## config.mk

```make
export PLATFORM = sky130hd
export DESIGN_NAME = seq_detector_param
export DESIGN_NICKNAME = d
export VERILOG_FILES = /design/src/rtl/seqdet_pkg.sv /design/src/rtl/seqdet_sat_counter.sv /design/src/rtl/seq_detector_param.sv
export SDC_FILE = /design/constraint.sdc
export NUM_CORES = 1
export LEC_CHECK = 0
export ABC_AREA = 1
export BUFFER_PORTS_ARGS = -buffer_cell sky130_fd_sc_hd__buf_4
export CORE_UTILIZATION = 35
export CTS_CLUSTER_SIZE = 12
export DETAILED_ROUTE_END_ITERATION = 10
export PLACE_DENSITY = 0.53
export SLEW_MARGIN = 40
export SYNTH_ARGS = -nofsm -noshare
export SYNTH_HDL_FRONTEND = slang
export SYNTH_SLANG_ARGS = --single-unit
```

## constraint.sdc

```tcl
create_clock -name Clock -period 2.36 [get_ports Clock]
set_input_delay 0.354 -clock Clock [delete_from_list [all_inputs] [get_ports Clock]]
set_output_delay 0.354 -clock Clock [all_outputs]
set_load 0.02 [all_outputs]
```

## src/rtl/seqdet_pkg.sv

```systemverilog
// Shared types and constants for the parametrised serial sequence detector.
package seqdet_pkg;

    // Detector state encoding
    typedef enum logic [1:0] {
        IDLE = 2'b00,
        FILL = 2'b01,
        RUN  = 2'b10
    } seqdet_state_e;

    // Legal range of the pattern length parameter
    localparam int unsigned PAT_W_MIN = 2;
    localparam int unsigned PAT_W_MAX = 16;

endpackage : seqdet_pkg

```

## src/rtl/seqdet_sat_counter.sv

```systemverilog
// Saturating up-counter with synchronous clear; holds at all-ones instead of wrapping.
module seqdet_sat_counter
    import seqdet_pkg::*;
#(
    parameter int unsigned CNT_W = 8
) (
    input  logic             Clock,
    input  logic             Resetn,
    input  logic             i_clr,
    input  logic             i_inc,
    output logic [CNT_W-1:0] o_count
);

    logic [CNT_W-1:0] r_count;

    // Clear wins over increment; increment stops at the maximum value
    always_ff @(posedge Clock or negedge Resetn) begin
        if (!Resetn) begin
            r_count <= '0;
        end else if (i_clr) begin
            r_count <= '0;
        end else if (i_inc && (r_count != {CNT_W{1'b1}})) begin
            r_count <= r_count + CNT_W'(1);
        end
    end

    assign o_count = r_count;

endmodule : seqdet_sat_counter

```

## src/rtl/seq_detector_param.sv

```systemverilog
// Parametrised serial pattern detector with overlap/non-overlap modes and a
// saturating match counter. Define SEQDET_MASK_EN to add a don't-care mask
// (mask_in, latched with load) to the pattern compare.
module seq_detector_param
    import seqdet_pkg::*;
#(
    parameter int unsigned PAT_W = 4,
    parameter int unsigned CNT_W = 8
) (
    input  logic             Clock,
    input  logic             Resetn,
    input  logic             clr,
    input  logic             load,
    input  logic [PAT_W-1:0] pattern_in,
`ifdef SEQDET_MASK_EN
    input  logic [PAT_W-1:0] mask_in,
`endif
    input  logic             overlap,
    input  logic             en,
    input  logic             w,
    output logic             z,
    output logic [CNT_W-1:0] match_count,
    output logic             armed
);

    // Fill counter must be able to hold PAT_W itself
    localparam int unsigned FILL_W = $clog2(PAT_W + 1);
    localparam logic [FILL_W-1:0] FILL_FULL = FILL_W'(PAT_W);

    seqdet_state_e     r_state;
    logic [PAT_W-1:0]  r_hist;
    logic [PAT_W-1:0]  r_pattern;
    logic [FILL_W-1:0] r_fill;
    logic              r_z;
    logic              r_armed;

    logic [PAT_W-1:0]  w_hist_next;
    logic [PAT_W-1:0]  w_care;
    logic [FILL_W-1:0] w_fill_inc;
    logic              w_active;
    logic              w_sample;
    logic              w_full;
    logic              w_match;

`ifdef SEQDET_MASK_EN
    logic [PAT_W-1:0]  r_mask;

    // Mask is captured together with the pattern; set bits are don't-care
    always_ff @(posedge Clock or negedge Resetn) begin
        if (!Resetn) begin
            r_mask <= '0;
        end else if (load) begin
            r_mask <= mask_in;
        end
    end

    assign w_care = ~r_mask;
`else
    assign w_care = {PAT_W{1'b1}};
`endif

    // Candidate history and fill level if this cycle's bit is accepted
    assign w_hist_next = {r_hist[PAT_W-2:0], w};
    assign w_fill_inc  = r_fill + FILL_W'(1);

    // load and clr both drop a coincident sample; IDLE ignores samples
    assign w_active = (r_state == FILL) || (r_state == RUN);
    assign w_sample = en && !load && !clr && w_active;
    assign w_full   = (r_state == RUN) || (w_fill_inc == FILL_FULL);
    assign w_match  = w_sample && w_full &&
                      (((w_hist_next ^ r_pattern) & w_care) == '0);

    // Detector FSM with registered match pulse and armed flag
    always_ff @(posedge Clock or negedge Resetn) begin
        if (!Resetn) begin
            r_state   <= IDLE;
            r_hist    <= '0;
            r_fill    <= '0;
            r_pattern <= '0;
            r_z       <= 1'b0;
            r_armed   <= 1'b0;
        end else begin
            r_z <= 1'b0;
            if (load) begin
                r_pattern <= pattern_in;
                r_hist    <= '0;
                r_fill    <= '0;
                r_state   <= FILL;
                r_armed   <= 1'b1;
            end else if (clr) begin
                r_hist  <= '0;
                r_fill  <= '0;
                r_state <= r_armed ? FILL : IDLE;
            end else if (w_sample) begin
                if (w_match) begin
                    r_z <= 1'b1;
                    if (overlap) begin
                        r_hist  <= w_hist_next;
                        r_fill  <= FILL_FULL;
                        r_state <= RUN;
                    end else begin
                        r_hist  <= '0;
                        r_fill  <= '0;
                        r_state <= FILL;
                    end
                end else begin
                    r_hist <= w_hist_next;
                    if (r_state == FILL) begin
                        r_fill <= w_fill_inc;
                        if (w_full) begin
                            r_state <= RUN;
                        end
                    end
                end
            end else if (!w_active && (r_state != IDLE)) begin
                // Unused encoding: fall back to a safe state
                r_state <= IDLE;
                r_hist  <= '0;
                r_fill  <= '0;
            end
        end
    end

    seqdet_sat_counter #(
        .CNT_W (CNT_W)
    ) u_match_cnt (
        .Clock   (Clock),
        .Resetn  (Resetn),
        .i_clr   (clr),
        .i_inc   (w_match),
        .o_count (match_count)
    );

    assign z     = r_z;
    assign armed = r_armed;

endmodule : seq_detector_param

```

==> impl_metrics.yaml <==
setup_path:
  worst-r2r-setup-slack_ns: 0.53
  path_class: "flop to flop"
  cpMostUsedCell: "nand2_1"
  ff2ff_path_depth: 11
  critPathMaxStageDelay_ns: 0.38
  critPathMaxFanout: 8
  critical_path_required_ns: 2.52
  r2r_start: "r_state[0]$_DFFE_PN0P_"
  crit_path_start_kind: "flop"
  worstReg2RegEnd: "r_fill[2]$_DFFE_PN0P_"
  end_kind: "flop"
  crit_arrival_ns: 1.99
  cpMaxStageDelayCell: "dfrtp_1"
  cp_cell_sequence: "inv_1, ha_1, nand2_1, nor2_8, nand3_4, nor2_8, nand2_2, nand2_1, nor2_1, nand2_1, nand2_1"
global_route:
  grt_usage_pct: 14.42
  grt_pass1_vias: 973
  grt_max_degree: 23
  grt_pass1_wl_um: 4485
  grt-ovfl-total: 0
  antenna_found_initial: 0
final_layout:
  final_nets: 202
  layout-area-overhead-vs-synth_pct: 20.64
  drive_above_1_share_pct: 19.57
  n_antenna_cell: 0
  fin_util_pct: 45.47
hold_path:
  hp-class: "input pin to flop"
  whs_endpoint: "r_pattern[0]$_DFFE_PN0P_"
  hp-start: "pattern_in[0]"
  holdPathStages: 3
place:
  dp.final_hpwl_um: 1940
  place_congestion: 0.7760
  portBuffers: 20
  pre_cts_ws_ns: 0.5134
yosys:
  synth_most_common_cell: "nand2_1"
  syn_inst: 160
  synth.top_cell.area_share_pct: 42.43
  yosys_warnings: 0
  ys_types: 27
  ys_top_cells_by_count: "nand2_1, dfrtp_1, inv_1"
  yosys_register_bits: 22
  synth_flop_cell: "dfrtp_1"
  ys_seq_area_share_pct: 42.43
  yosys-top-cells-area: "dfrtp_1, nand2_1, nand3_1"
  avgSynthCellArea_um2: 8.109
  synth_area_mm2: 0.001297
  syn_nets: 177
  synth_area_leader_cell: "dfrtp_1"
  synth_edf_count: 0
  async_reset_ff_share_pct: 100.0
timing:
  worst_slew_pin_slew_ns: 0.3188
  skew_ns: 0.004684
  timing.final.hold_violations: 0
  min_period_ns: 1.832
  setup_ws_ns: 0.5285
  setup_viol: 0
  fmax_mhz: 546.0
  rsz0062_at_grt: "false"
  timing.hold.ws_ns: 0.2891
  final.setup.tns_ns: 0
  report.final.slew_viol_count: 0
  post-route-period-util_pct: 77.61
  relSlewSlack_pct: 78.58
power:
  leakagePower_uw: 0.0008355
  vdd_ir_drop_max_mv: 0.2577
  p_per_area_mw_per_mm2: 487.3
  power.total_uw: 762.7
cts:
  cts_tree: "yes"
  clock_path_buffers: 2
  clk_pin_slew_ns: 0.08
  cts_buffers: 3
  cts_root_buf: "clkbuf_8"
  post_cts_buffers: 0
  htreeDepth: 1
  clock-sinks: 22
  worstSkewPairLatency_ns: 0.26
flow_run:
  maxCapViolations: 0
detailed_routing:
  first_iter_violations: 48
  ant_nets: 0
  firstDrtPassIters: 4
  remaining_drc_errors: 0
  avgRoutedWirePerCell_um: 10.96
  drt_wl_total_um: 2520
  vias: 1052
  via_per_inst: 4.574
floorplanning:
  die_area_mm2: 0.003955
  core_mm2: 0.003442
  num_rows: 21
  io_pins: 21
  die_h_um: 62.89
  die_w_um: 62.89
  start_util_pct: 37.70
status:
  status: "complete, no violations"
[layout by cell type (no fill, tap or decap), drive strengths merged, types with 3 or more instances in the layout]
cell type	n
xnor2	4
nor3	3
nand2	54
nand3	18
buf	20
o21ai	6
ha	6
inv	19
nor2	13
dfrtp	22
xor2	3
clkbuf	4
[worst max-delay path, delay by kind of cell, from the launching register on]
kind,cells,cell delay (ns)
buf+inv,1,0.08
simple gates,9,0.96
fa+ha+maj,1,0.30
flops,1,0.38
[through the flow]
step	cell area [µm²]	instances
after floorplan	1297	160
after global placement	1500	225
after detailed placement	1500	225
after CTS	1565	230
after global routing	1565	230
final	1565	230
[report_power, final]
| group | total (µW) | leakage [µW] | internal (µW) | switching (µW) |
|---|---|---|---|---|
| combinational | 95.0 | 0.000517 | 35.1 | 59.9 |
| clock | 272 | 0.0000288 | 149 | 124 |
| sequential | 395 | 0.000290 | 388 | 7.69 |
[logic make-up (layout without fill, tap and decap cells)]
kind of cell / count (synthesis) / count (layout) / share of synthesized area (%)
simple gates: 92 / 92 / 35.20
flops: 22 / 22 / 42.43
buf+inv: 21 / 45 / 6.364
compound gates: 12 / 12 / 5.497
xor+xnor: 7 / 7 / 4.725
fa+ha+maj: 6 / 6 / 5.786
[state kept, by name, summed over array words and instances (netlist names)]
register and count:
r_hist 3, z 1, armed 1, r_pattern 4, r_state 2, u_match_cnt.o_count 8
r_fill 3
[per-layer routing]
metal | wire length (µm) | track usage, % | part of all wire (%) | vias to the layer above
li1 | - | - | - | 555
met1 | 1178 | 18.34 | 47 | 480
met5 | 0 | 0 | 0 | -
met4 | 20 | 5.233 | 0.79 | 0
met3 | 70 | 2.737 | 2.8 | 2
met2 | 1252 | 24.06 | 50 | 15
[timing repair]
action	4_1_cts	5_1_grt
hold buffers	1	0
endpoints found under the hold margin	22	0
gates resized for setup	0	0
[final cells by class]
| class | count | area, µm² |
|---|---|---|
| Sequential cell | 22 | 550.5 |
| Multi-Input combinational cell | 117 | 664.4 |
| Clock buffer | 4 | 55.05 |
| Timing Repair Buffer | 21 | 160.2 |
| Tap cell | 46 | 57.56 |
| Inverter | 20 | 77.57 |
| Fill cell | 346 | 1877 |
[how the worst max path moves through the flow]
stage / from / end / slack [ns]
global placement: r_state[0]$_DFFE_PN0P_ / r_fill[2]$_DFFE_PN0P_ / 0.61
CTS: r_state[0]$_DFFE_PN0P_ / r_fill[2]$_DFFE_PN0P_ / 0.50
detailed placement: r_state[0]$_DFFE_PN0P_ / r_fill[2]$_DFFE_PN0P_ / 0.51
floorplan: r_state[0]$_DFFE_PN0P_ / r_fill[2]$_DFFE_PN0P_ / 0.69
finish: r_state[0]$_DFFE_PN0P_ / r_fill[2]$_DFFE_PN0P_ / 0.53
global route: r_state[0]$_DFFE_PN0P_ / r_fill[2]$_DFFE_PN0P_ / 0.36
No activity file was read; power rests on OpenSTA's default activity.
